--- config.mk ---
export PLATFORM = sky130hd
export DESIGN_NAME = lcd_stream_arbiter
export DESIGN_NICKNAME = d
export VERILOG_FILES = /design/src/rtl/lcd_stream_pkg.sv /design/src/rtl/lcd_stream_arbiter_rr_pick.sv /design/src/rtl/lcd_stream_arbiter.sv
export SDC_FILE = /design/constraint.sdc
export NUM_CORES = 1
export LEC_CHECK = 0
export BUFFER_PORTS_ARGS = -buffer_cell sky130_fd_sc_hd__buf_2
export CAP_MARGIN = 20
export CORE_MARGIN = 1
export CORE_UTILIZATION = 50
export CTS_CLUSTER_DIAMETER = 200
export DETAILED_ROUTE_END_ITERATION = 12
export HOLD_SLACK_MARGIN = 0.1
export PLACE_DENSITY = 0.95
export SKIP_CTS_REPAIR_TIMING = 1
export SYNTH_ARGS = -nofsm -noshare
export SYNTH_HDL_FRONTEND = slang
export SYNTH_SLANG_ARGS = --single-unit
--- constraint.sdc ---
create_clock -name clk -period 3.5 [get_ports clk]
set_input_delay 0.525 -clock clk [delete_from_list [all_inputs] [get_ports clk]]
set_output_delay 0.525 -clock clk [all_outputs]
set_load 0.05 [all_outputs]
--- src/rtl/lcd_stream_pkg.sv ---
// Shared types and constants for the LCD pixel-stream arbiter.
package lcd_stream_pkg;

  localparam int LCD_DATA_W  = 24;
  localparam int LCD_EMPTY_W = 2;

  typedef enum logic [1:0] {
    IDLE   = 2'd0,
    GRANT0 = 2'd1,
    GRANT1 = 2'd2
  } arb_state_t;

  typedef struct packed {
    logic [LCD_DATA_W-1:0]  data;
    logic                   sop;
    logic                   eop;
    logic [LCD_EMPTY_W-1:0] empty;
  } lcd_beat_t;

  function automatic logic [1:0] grant_onehot(input arb_state_t s);
    logic [1:0] g;
    g = '0;
    case (s)
      GRANT0:  g = 2'b01;
      GRANT1:  g = 2'b10;
      default: g = '0;
    endcase
    return g;
  endfunction

endpackage

--- src/rtl/lcd_stream_arbiter_rr_pick.sv ---
// Combinational two-way round-robin picker: on a tie the source that did not win last time wins.
module lcd_rr_pick (
  input  logic [1:0] req,
  input  logic       last,
  output logic [1:0] gnt
);

  always_comb begin
    gnt = '0;
    case (req)
      2'b01:   gnt = 2'b01;
      2'b10:   gnt = 2'b10;
      2'b11:   gnt = last ? 2'b01 : 2'b10;
      default: gnt = '0;
    endcase
  end

endmodule

--- src/rtl/lcd_stream_arbiter.sv ---
// Packet-granular round-robin arbiter sharing one Avalon-ST pixel path between two sources,
// with a registered output stage and stray-beat discard accounting.
module lcd_stream_arbiter
  import lcd_stream_pkg::*;
#(
  parameter int DATA_W  = LCD_DATA_W,
  parameter int EMPTY_W = LCD_EMPTY_W,
  parameter int CNT_W   = 8
) (
  input  logic               clk,
  input  logic               reset_n,
  output logic               in0_ready,
  input  logic               in0_valid,
  input  logic [DATA_W-1:0]  in0_data,
  input  logic               in0_startofpacket,
  input  logic               in0_endofpacket,
  input  logic [EMPTY_W-1:0] in0_empty,
  output logic               in1_ready,
  input  logic               in1_valid,
  input  logic [DATA_W-1:0]  in1_data,
  input  logic               in1_startofpacket,
  input  logic               in1_endofpacket,
  input  logic [EMPTY_W-1:0] in1_empty,
  input  logic [1:0]         src_enable,
  input  logic               status_clear,
  input  logic               out_ready,
  output logic               out_valid,
  output logic [DATA_W-1:0]  out_data,
  output logic               out_startofpacket,
  output logic               out_endofpacket,
  output logic [EMPTY_W-1:0] out_empty,
  output logic [1:0]         status_grant,
  output logic               status_error,
  output logic [CNT_W-1:0]   status_drop_count
);

  arb_state_t state_q, state_d;
  logic       last_q, last_d;
  logic       first_q, first_d;

  logic [1:0] req, gnt, stray, rdy;
  logic       up, acc, sel;

  logic [DATA_W-1:0]  b_data;
  logic               b_sop, b_eop;
  logic [EMPTY_W-1:0] b_empty;

  logic               ov_q, ov_d;
  logic [DATA_W-1:0]  od_q, od_d;
  logic               osop_q, osop_d, oeop_q, oeop_d;
  logic [EMPTY_W-1:0] oemp_q, oemp_d;
  logic [1:0]         grant_q, grant_d;
  logic               err_q, err_d;
  logic [CNT_W-1:0]   cnt_q, cnt_d, cnt_base;
  logic [CNT_W:0]     cnt_sum;

  lcd_rr_pick u_pick (
    .req  (req),
    .last (last_q),
    .gnt  (gnt)
  );

  always_ff @(posedge clk or negedge reset_n) begin
    if (!reset_n) begin
      state_q <= IDLE;
      last_q  <= 1'b1;
      first_q <= 1'b1;
    end else begin
      state_q <= state_d;
      last_q  <= last_d;
      first_q <= first_d;
    end
  end

  always_comb begin
    state_d = state_q;
    last_d  = last_q;
    first_d = first_q;
    case (state_q)
      IDLE: begin
        first_d = 1'b1;
        if (gnt[0])      state_d = GRANT0;
        else if (gnt[1]) state_d = GRANT1;
      end
      GRANT0, GRANT1: begin
        if (acc) begin
          first_d = 1'b0;
          if (b_eop) begin
            state_d = IDLE;
            last_d  = sel;
          end
        end
      end
      default: state_d = IDLE;
    endcase
  end

  // Ready is forced low while reset is held so nothing is discarded or counted during reset.
  always_comb begin
    up    = out_ready || !ov_q;
    rdy   = '0;
    stray = '0;
    req   = '0;
    acc   = 1'b0;
    sel   = 1'b0;
    if (reset_n) begin
      case (state_q)
        IDLE: begin
          stray = {in1_valid & ~in1_startofpacket, in0_valid & ~in0_startofpacket};
          req   = {in1_valid & in1_startofpacket & src_enable[1],
                   in0_valid & in0_startofpacket & src_enable[0]};
          rdy   = stray;
        end
        GRANT0: begin
          rdy[0] = up;
          acc    = in0_valid & up;
        end
        GRANT1: begin
          rdy[1] = up;
          acc    = in1_valid & up;
          sel    = 1'b1;
        end
        default: ;
      endcase
    end
  end

  always_comb begin
    b_data  = sel ? in1_data          : in0_data;
    b_sop   = sel ? in1_startofpacket : in0_startofpacket;
    b_eop   = sel ? in1_endofpacket   : in0_endofpacket;
    b_empty = sel ? in1_empty         : in0_empty;

    ov_d   = ov_q;
    od_d   = od_q;
    osop_d = osop_q;
    oeop_d = oeop_q;
    oemp_d = oemp_q;
    if (up) begin
      ov_d = acc;
      if (acc) begin
        od_d   = b_data;
        osop_d = b_sop;
        oeop_d = b_eop;
        oemp_d = b_eop ? b_empty : '0;
      end
    end

    // Clear is applied first so drops in the same cycle land on a zeroed counter.
    cnt_base = status_clear ? '0 : cnt_q;
    cnt_sum  = {1'b0, cnt_base} + (CNT_W+1)'(stray[0]) + (CNT_W+1)'(stray[1]);
    cnt_d    = cnt_sum[CNT_W] ? '1 : cnt_sum[CNT_W-1:0];
    err_d    = (status_clear ? 1'b0 : err_q) | (|stray) | (acc & b_sop & ~first_q);
    grant_d  = grant_onehot(state_d);
  end

  always_ff @(posedge clk or negedge reset_n) begin
    if (!reset_n) begin
      ov_q    <= 1'b0;
      od_q    <= '0;
      osop_q  <= 1'b0;
      oeop_q  <= 1'b0;
      oemp_q  <= '0;
      grant_q <= '0;
      err_q   <= 1'b0;
      cnt_q   <= '0;
    end else begin
      ov_q    <= ov_d;
      od_q    <= od_d;
      osop_q  <= osop_d;
      oeop_q  <= oeop_d;
      oemp_q  <= oemp_d;
      grant_q <= grant_d;
      err_q   <= err_d;
      cnt_q   <= cnt_d;
    end
  end

  assign in0_ready         = rdy[0];
  assign in1_ready         = rdy[1];
  assign out_valid         = ov_q;
  assign out_data          = od_q;
  assign out_startofpacket = osop_q;
  assign out_endofpacket   = oeop_q;
  assign out_empty         = oemp_q;
  assign status_grant      = grant_q;
  assign status_error      = err_q;
  assign status_drop_count = cnt_q;

endmodule
* Yosys cells after proc, flatten, opt, wreduce, memory -nomap -nowiden
Index checks and enable logic that the tools add are counted.
Word-level totals: input port bits 64, word-level logic and storage cells 74, output and inout bits 42, register bits after elaboration 44
Cells by class: eq/ne operators 8, muxes and demuxes 29, add/sub/neg operators 2, bitwise operators 15, reduce and logical (&&, ||, !) cells 9
Operator list (count):
- 2-bit two-way mux | 12
- 24-bit two-way mux | 1
- 8-bit two-way mux | 2
- 1-bit AND | 10
- 8-bit by 1-bit adder with 9-bit output | 1
- 9-bit by 1-bit adder with 9-bit output | 1
- 2-bit == test, second input constant | 4
- 1-bit one-hot mux with 2 select lines | 4
- 2-bit one-hot mux with 2 select lines | 2
- 1-bit two-way mux | 7
- 2-bit by 1-bit == test with 1-bit output, second input constant | 3
- 2-bit one-hot mux with 3 select lines | 1
- 2-bit AND reduction | 2
- 2-bit OR reduction | 2
- 1-bit NOT | 3
- 3-bit AND reduction | 1
- 2-bit logical NOT | 1
- 2-bit != test, second input constant | 1
- 1-bit bitwise OR | 2
- 2-bit nonzero test | 1
- 1-bit logical NOT | 1
- 1-bit logical OR | 1

* Longest topological paths before layout
Gate-level depths: netlist (run 1).
depth after elaboration 11, depth in mapped cells 11, mapped depth without buffers 11

* Hierarchy
A second synthesis (run 1) with hierarchy kept.
Second synthesis, totals: cells, all modules 216, area, all modules 2223.4 sq um
By module, submodules not included:
- lcd_stream_arbiter | area each 2204.6 sq um, cells each 213, seq. area each 1103.6 sq um, instances 1
- lcd_rr_pick | area each 18.8 sq um, cells each 3, seq. area each 0.0 sq um, instances 1

* Worst setup path before layout (run 1)
No wires, ideal clock.
path kind register to register, from register state_q[0], to register cnt_q[3], in the netlist status_drop_count[3], slack 1.263 ns, data arrival time 2.154 ns, library setup time 0.083 ns, data required time 3.417 ns, cell stages (with the launch flop) 12, period minus slack after synthesis 2.237 ns, buffers on the path 0, path through dfrtp_1 -> inv_1 -> ha_1 -> inv_1 -> or3_1 -> inv_1 -> fa_1 -> ha_1 -> nand3_1 -> nor2_1 -> nand4_1 -> o21ai_0
Between the ends: cells in the longest elaborated chain, start to end 6
RTL lines:
- start, declared | line lcd_stream_arbiter.sv:37 | arb_state_t state_q, state_d;
- start signal, assigned | line lcd_stream_arbiter.sv:69 | state_q <= state_d;
- 2-bit logical NOT (*) | line lcd_stream_arbiter.sv:107 | case (state_q)
- 2-bit two-way mux (*) | line lcd_stream_arbiter.sv:107
- 2-bit two-way mux (*) | line lcd_stream_arbiter.sv:106 | if (reset_n) begin
- 8-bit by 1-bit adder with 9-bit output | line lcd_stream_arbiter.sv:151 | cnt_sum = {1'b0, cnt_base} + (CNT_W+1)'(stray[0]) + (CNT_W+1)'(stray[1]);
- 9-bit by 1-bit adder with 9-bit output (*) | line lcd_stream_arbiter.sv:151
- 8-bit two-way mux (*) | line lcd_stream_arbiter.sv:152 | cnt_d = cnt_sum[CNT_W] ? '1 : cnt_sum[CNT_W-1:0];
- named net cnt_d[3] | line lcd_stream_arbiter.sv:54 | logic [CNT_W-1:0] cnt_q, cnt_d, cnt_base;
- end signal, assigned | line lcd_stream_arbiter.sv:175 | cnt_q <= cnt_d;
- end, declared | line lcd_stream_arbiter.sv:54
Mark *: on every way through the listed nets, which the timed path passes. The rest lies on a longest branch. A chain may end at the register's enable or synchronous reset.

* Worst setup path after layout (run 1)
Ends and elaborated chain as after synthesis.

==> summary.txt, run 1 <==
Clock tree
  – CTS Sinks: 44
  – CTS Buf Count: 5
  – Clk buf depth: 2
  – H-tree lvl count: 2
  – Clock slew at reported path FFs: 0.07 ns
  – Clk_lat worst skew: 0.28 ns
  – Root Buffer: clkbuf_8
  – Clock tree from TritonCTS: done

Routing
  – WL/cell: 13.1 um
  – Number of iterations in the first detailed-routing pass: 6
  – Via count: 1973
  – Total wire length: 4.89 mm
  – # DRC: 0
  – Initial drt markers: 141
  – Antenna viol nets, final: 0
  – Via/cell ratio: 5.28

Worst setup path
  – Worst Setup Start Kind: register
  – Crit. End Element: register
  – Worst path max stage delay: 0.44 ns
  – Cells along the critical path: inv_1, ha_1, inv_1, or3_1, inv_1, fa_1, ha_1, nand3_1, nor2_1, nand4_1, o21ai_0
  – CP bufs+invs: 3
  – Slowest CP cell: dfrtp_1
  – Worst EP required: 3.70 ns
  – CP most frequent cell: inv_1
  – Setup CP Type: reg2reg
  – CP max FO: 6
  – Critical Path AT: 2.78 ns
  – Critical path's top delay family: simple AND/OR/NAND/NOR gates

Floorplanning
  – Initial core utilization: 52.1%
  – Area of the core: 0.00435 mm^2
  – Die area: 0.00481 mm^2
  – Num rows: 24
  – Die Ht: 69.4 um
  – # IOs: 106
  – Die W: 69.4 um

Place
  – Area post-placement: 0.00279 mm^2
  – IO buf count: 105
  – Final Wtd Congestion: 0.877
  – DP HPWL: 3.79 mm

STA
  – RSZ-0062 raised after global routing: no
  – Worst slew pin tran: 0.491 ns
  – Clk_skew: 0.00526 ns
  – Final clock period utilization by the worst path: 73.9%
  – Achievable Freq: 387 MHz
  – Final min period: 2.59 ns
  – Fin. Hold Viols: 0
  – Endpoints failing setup: 0
  – Final slew viol count: 0
  – Rel. slew slack: 67.3%
  – Total Neg Setup Slack: 0 ns

Finish
  – Cell area after layout: 0.00287 mm^2
  – Final net count: 391
  – # fillers: 370
  – Utilization after layout: 65.9%
  – Layout cells sized above 1: 41.3%
  – P&R area growth vs syn: 26.5%
  – Ant diodes: 0

Logic synthesis
  – Yosys reg bits: 44
  – Avg Inst Size Synth: 10.5 um^2
  – Library cells used by synthesis: 37
  – Synth Instances: 217
  – Synthesized Nets: 287
  – Post-synth EDFFs: 0
  – Yosys top cell area share: 46.3%
  – Most numerous cell in the Yosys netlist: dfrtp_1
  – Yosys warns: 0
  – Top cells by count, synth: dfrtp_1 (42), nand2_1 (37), mux2i_1 (27), o21ai_1 (15), o21ai_2 (10)
  – Asr flop ratio synth: 100%
  – Synth Flop Type: dfrtp_1
  – Post-synthesis sequential area ratio: 48.6%
  – Syn Std Cell Area: 0.00227 mm^2
  – Post-synth top area cell: dfrtp_1
  – Largest cells by area after synthesis: dfrtp_1 (46%), mux2i_1 (12%), nand2_1 (6.1%), o21ai_2 (3.9%), o21ai_1 (3.3%)

Power
  – Leak: 1.69 nW
  – Switch Pwr: 1.19 mW
  – Int Pwr: 1.16 mW
  – P per Cell Area: 821 mW/mm^2
  – Sw Ratio: 50.6%
  – Peak VDD IR: 0.491 mV
  – Comb power frac: 54.4%
  – Clock power frac: 12.4%
  – Flop pwr share: 33.2%

Min path
  – Hold Path Class: in2async

Global route
  – GRT Total Usage: 21.4%
  – Congestion Overflow GR: 0
  – Largest net degree at the start of global routing: 43
  – Vias in the first global route: 1956
  – Global-route wire length before repair: 8.38 mm
  – Initial antenna violation count: 0

Outcome
  – Outcome: completed

Job
  – Max_cap viols: 0
[placed cells by master, fill, tap and decap left out, types with 3 or more instances in the layout]
master,synthesis,layout
buf_2,2,105
dfrtp_1,42,42
nand2_1,37,37
mux2i_1,27,27
o21ai_1,15,15
o21ai_2,10,10
nor2_1,9,9
o21ai_0,8,8
nand3_1,7,7
inv_1,6,6
a21oi_1,5,5
ha_1,5,5
clkbuf_8,0,5
nand4_1,3,3
nor3b_1,3,3
[final timing paths]
kind	from	slack, ns	depth (start not counted)	end
worst min-delay path	reset_n	0.18	1	out_data[2]
worst max-delay path	state_q[0]	0.91	11	status_drop_count[3]
worst min register to register	out_data[23]	0.48	2	out_data[23]
worst max register to register	state_q[0]	0.91	11	status_drop_count[3]
max in group asynchronous	reset_n	2.52	2	first_q
min in group clk	out_data[23]	0.48	2	out_data[23]
[layer usage]
metal	vias up	GRT usage [%]	part of all wire [%]
met1	922	26.3	40
met5	-	0	0
met3	8	4.36	5.9
met2	72	38.1	53
li1	971	-	-
met4	0	5.90	1.2
[metrics by stage]
stage	hold WS, ns	setup slack (ns)	power (mW)	cells
2_1_floorplan	0.229	1.26	1.81	217
3_3_place_gp	0.457	0.867	2.05	366
3_5_place_dp	0.460	0.738	2.09	366
4_1_cts	0.192	0.939	2.39	374
5_1_grt	0.207	0.688	2.50	374
6_report	0.184	0.915	2.36	374
[power by group through the flow]
stage / combinational [mW] / clock [mW] / sequential, mW
after floorplan: 0.442 / 0 / 1.37
after global placement: 1.27 / 0 / 0.783
after detailed placement: 1.29 / 0 / 0.794
after CTS: 1.30 / 0.305 / 0.785
after global routing: 1.36 / 0.322 / 0.808
final: 1.28 / 0.292 / 0.783
[worst reg2reg max path, stage by stage (launching register included)]
cell	delay [ns]
dfrtp_1	0.44
inv_1	0.11
ha_1	0.21
inv_1	0.08
or3_1	0.40
inv_1	0.10
fa_1	0.23
ha_1	0.26
nand3_1	0.09
nor2_1	0.19
nand4_1	0.24
o21ai_0	0.15
[sequential cells by signal, summed over array words and instances, names as in the netlist]
signal,flops
out_data,24
status_drop_count,8
out_empty,2
state_q,2
status_grant,2
first_q,1
last_q,1
out_endofpacket,1
out_startofpacket,1
out_valid,1
status_error,1
[layout make-up]
cell class              instances  area, um^2  area share, %
well taps                      52        65.1           2.27
flip-flops and latches         44        1100           38.4
inverters                       7        31.3           1.09
multi-input cells             156        1050           36.5
clock buffers                   7        76.3           2.66
repair buffers                107         541           18.8
clock inverters                 1        5.00          0.174
[cell families (layout without fill, tap and decap cells)]
logic type / count (synthesis) / count (layout) / share of synthesized area [%]
adders and majority gates: 6 / 6 / 3.64
muxes: 27 / 27 / 11.9
buffers and inverters: 17 / 122 / 5.13
xor gates and xnor gates: 2 / 2 / 0.772
and+or+nand+nor: 72 / 72 / 14.8
DFF: 44 / 44 / 48.6
AOI/OAI and AO/OA: 49 / 49 / 15.1
Note: power is estimated with default switching activity, not from simulation.
==> run 2, diff against run 1 <==
Settings changed: ABC_AREA from default to 1, CORE_UTILIZATION 50 to 47, PLACE_DENSITY 0.95 to 0.91.
Clock period 3.5 ns to 2.53 ns, I/O delays scaled along.
==> run 2 against run 1 <==
  * Sequential power grew 46%
  * Sequential cell count did not move
  * Wire length increased by 14%
  * Die area is 11% higher
  * Clock skew increased by 0.0019 ns
  * Final area rose by 4.1%
  * Clock power up 60%
  * Global-route usage fell by 0.54 points
  * Synthesized cell count up 29%
  * Largest power group unchanged
==> summary.txt, run 2 <==
Clock tree
  – CTS Buf Count: 5 (unchanged)
  – Clk buf depth: 2 (unchanged)
  – H-tree lvl count: 2 (unchanged)
  – Clock tree from TritonCTS: done
  – Clock slew at reported path FFs: 0.08 ns (about the same)
  – CTS Sinks: 44 (unchanged)
  – Clk_lat worst skew: 0.28 ns (about the same)
  – Root Buffer: clkbuf_8

Worst setup path
  – Worst path max stage delay: 0.42 ns (-0.02 ns)
  – Cells along the critical path: inv_1, ha_1, nand2_1, o22ai_1, buf_2
  – Critical path's top delay family: flip-flops
  – Setup CP Type: reg2out
  – Worst EP required: 2.15 ns (-1.55 ns)
  – CP max FO: 13 (+7)
  – Worst Setup Start Kind: register
  – Crit. End Element: output port
  – Slowest CP cell: dfrtp_1
  – Critical Path AT: 1.92 ns (-0.86 ns)
  – CP bufs+invs: 2 (-1)

Finish
  – # fillers: 420 (+14%)
  – Cell area after layout: 0.00299 mm^2 (+4.1%)
  – Most common cell after layout, fill and taps aside: buf_2
  – Final net count: 450 (+15%)
  – Final std cells w/o fill: 448 (+20%)
  – Layout cells sized above 1: 36.2% (-5.1 points)
  – Register area: 0.00110 mm^2 (unchanged)
  – Ant diodes: 0 (unchanged)
  – Utilization after layout: 62.4% (-3.5 points)
  – Flip-flop count of the largest register after layout: 24 (unchanged)
  – P&R area growth vs syn: 25.6%
  – Total area of multi-input combinational cells: 0.00105 mm^2 (-0.24%)
  – Commonest non-fill, non-tap cells in the layout: buf_2 (105), nand2_1 (59), dfrtp_1 (42)

Job
  – Max_cap viols: 0 (unchanged)

Floorplanning
  – Num rows: 25 (+4.2%)
  – # IOs: 106 (unchanged)
  – Initial core utilization: 49.7% (-2.4 points)
  – Area of the core: 0.00479 mm^2 (+9.9%)
  – Die Ht: 73.1 um (+5.5%)
  – Die area: 0.00535 mm^2 (+11%)
  – Die W: 73.1 um (+5.5%)

STA
  – Achievable Freq: 434 MHz
  – Fin. Hold Viols: 0 (unchanged)
  – Final slew viol count: 0 (unchanged)
  – Endpoints failing setup: 0 (unchanged)
  – Worst slew pin tran: 0.502 ns (+0.0116 ns)
  – Rel. slew slack: 66.5% (-0.77 points)
  – RSZ-0062 raised after global routing: no
  – Clk_skew: 0.00717 ns (+0.00191 ns)
  – Setup ws final: 0.227 ns (-0.688 ns)
  – Final min period: 2.30 ns
  – Total Neg Setup Slack: 0 ns (unchanged)
  – Final clock period utilization by the worst path: 91.0%
  – Hold slack: 0.137 ns (-0.0476 ns)

Logic synthesis
  – Post-synth EDFFs: 0 (unchanged)
  – Synth Instances: 279 (+29%)
  – Yosys top cell area share: 44.2% (-2.1 points)
  – Asr flop ratio synth: 100% (unchanged)
  – Syn Std Cell Area: 0.00238 mm^2 (+4.9%)
  – Avg Inst Size Synth: 8.53 um^2 (-18%)
  – Synth Flop Type: dfrtp_1
  – Synthesized Nets: 349 (+22%)
  – Yosys reg bits: 44 (unchanged)
  – Most numerous cell in the Yosys netlist: nand2_1
  – Top cells by count, synth: nand2_1 (59), dfrtp_1 (42), nand3_1 (38), nor2_1 (38), inv_1 (24)
  – Library cells used by synthesis: 34 (-8.1%)
  – Post-synthesis sequential area ratio: 46.4% (-2.3 points)
  – Yosys warns: 0 (unchanged)
  – Post-synth top area cell: dfrtp_1
  – Largest cells by area after synthesis: dfrtp_1 (44%), nand2_1 (9.3%), nand3_1 (8.0%), nor2_1 (6.0%), a31oi_1 (5.0%)

Routing
  – WL/cell: 12.4 um (-5.1%)
  – Antenna viol nets, final: 0 (unchanged)
  – Initial drt markers: 84 (-40%)
  – Detail Route met2 WL: 2.74 mm (+6.3%)
  – Top Layer Used: met4
  – # DRC: 0 (unchanged)
  – Total wire length: 5.56 mm (+14%)
  – Number of iterations in the first detailed-routing pass: 4 (-2)
  – M1 wire length: 2.52 mm (+29%)
  – Via count: 2242 (+14%)
  – DR WL met3: 284 um (-1.7%)
  – Via/cell ratio: 5.00 (-5.1%)

Global route
  – Vias in the first global route: 1975 (+0.97%)
  – Initial antenna violation count: 0 (unchanged)
  – Largest net degree at the start of global routing: 50 (+16%)
  – GRT Total Usage: 20.9% (-0.54 points)
  – Global-route wire length before repair: 8.65 mm (+3.3%)
  – Congestion Overflow GR: 0 (unchanged)

Min path
  – Hold Path Class: in2async

Power
  – Leak: 1.58 nW (-6.1%)
  – Final Power: 3.57 mW (+51%)
  – Peak VDD IR: 0.723 mV (+47%)
  – P per Cell Area: 1190 mW/mm^2 (+45%)

Place
  – IO buf count: 105 (unchanged)
  – Final Wtd Congestion: 0.978 (+12%)
  – Area post-placement: 0.00289 mm^2 (+3.5%)
  – Placed Cells: 440 (+20%)
  – DP HPWL: 4.20 mm (+11%)
  – Pre-CTS WS: 0.280 ns (-0.458 ns)

Outcome
  – Outcome: completed
## run 2: cell types whose count changed after synthesis, sizes merged, moves of 18 or more
| cell | previous run | this run |
|---|---|---|
| nand3 | 7 | 39 |
| o21ai | 33 | 9 |
| inv | 7 | 25 |
| nand2 | 38 | 62 |
| mux2i | 27 | 2 |
| nor2 | 9 | 42 |
| a31oi | 2 | 24 |
## run 2: area by class of cell
| class | instances | share of cell area [%] |
|---|---|---|
| clock buffer | 8 | 3.35 |
| inverter | 25 | 3.31 |
| multi-input combinational | 195 | 35.0 |
| sequential | 44 | 36.9 |
| tap | 67 | 2.81 |
| timing repair buffer | 109 | 18.6 |
## run 2: worst reg2reg max path, stage by stage, from the launching register on
cell,delay [ns]
dfrtp_1,0.42
inv_1,0.12
ha_1,0.22
nand3_1,0.14
nor2_1,0.20
fa_1,0.24
ha_1,0.19
nand3_1,0.12
nor2_1,0.21
nand3_2,0.18
o211ai_1,0.14
## run 2: cell families (layout without fill, tap and decap cells)
| logic type | count (synthesis) | count (layout) | synth area share, % |
|---|---|---|---|
| compound gates | 41 | 41 | 12.3 |
| xor+xnor | 1 | 1 | 0.368 |
| fa+ha+maj | 6 | 6 | 3.47 |
| buf+inv | 40 | 142 | 9.73 |
| flops | 44 | 44 | 46.4 |
| mux | 3 | 3 | 1.47 |
| simple gates | 144 | 144 | 26.2 |
## run 2: final timing paths
path                            startpoint                   end  slack [ns]  depth (start not counted)
hold / removal                     reset_n           out_data[1]        0.14                          2
min in group clk              in0_data[22]          out_data[22]        0.34                          3
max in group asynchronous          reset_n               first_q        1.95                          2
hold reg to reg            out_endofpacket       out_endofpacket        0.48                          2
setup / recovery                state_q[0]             in1_ready        0.23                          5
setup reg to reg                state_q[0]  status_drop_count[3]        0.28                         10
## run 2: metal layers
| metal | GRT usage (%) | up-vias |
|---|---|---|
| li1 | - | 1125 |
| met1 | 26.4 | 1036 |
| met2 | 35.7 | 79 |
| met3 | 4.28 | 2 |
| met4 | 6.54 | 0 |
| met5 | 0 | - |
## run 2: report_power, final
group / switching, mW / internal, mW
Combinational: 1.48 / 0.482
Sequential: 0.150 / 0.991
Clock: 0.217 / 0.249
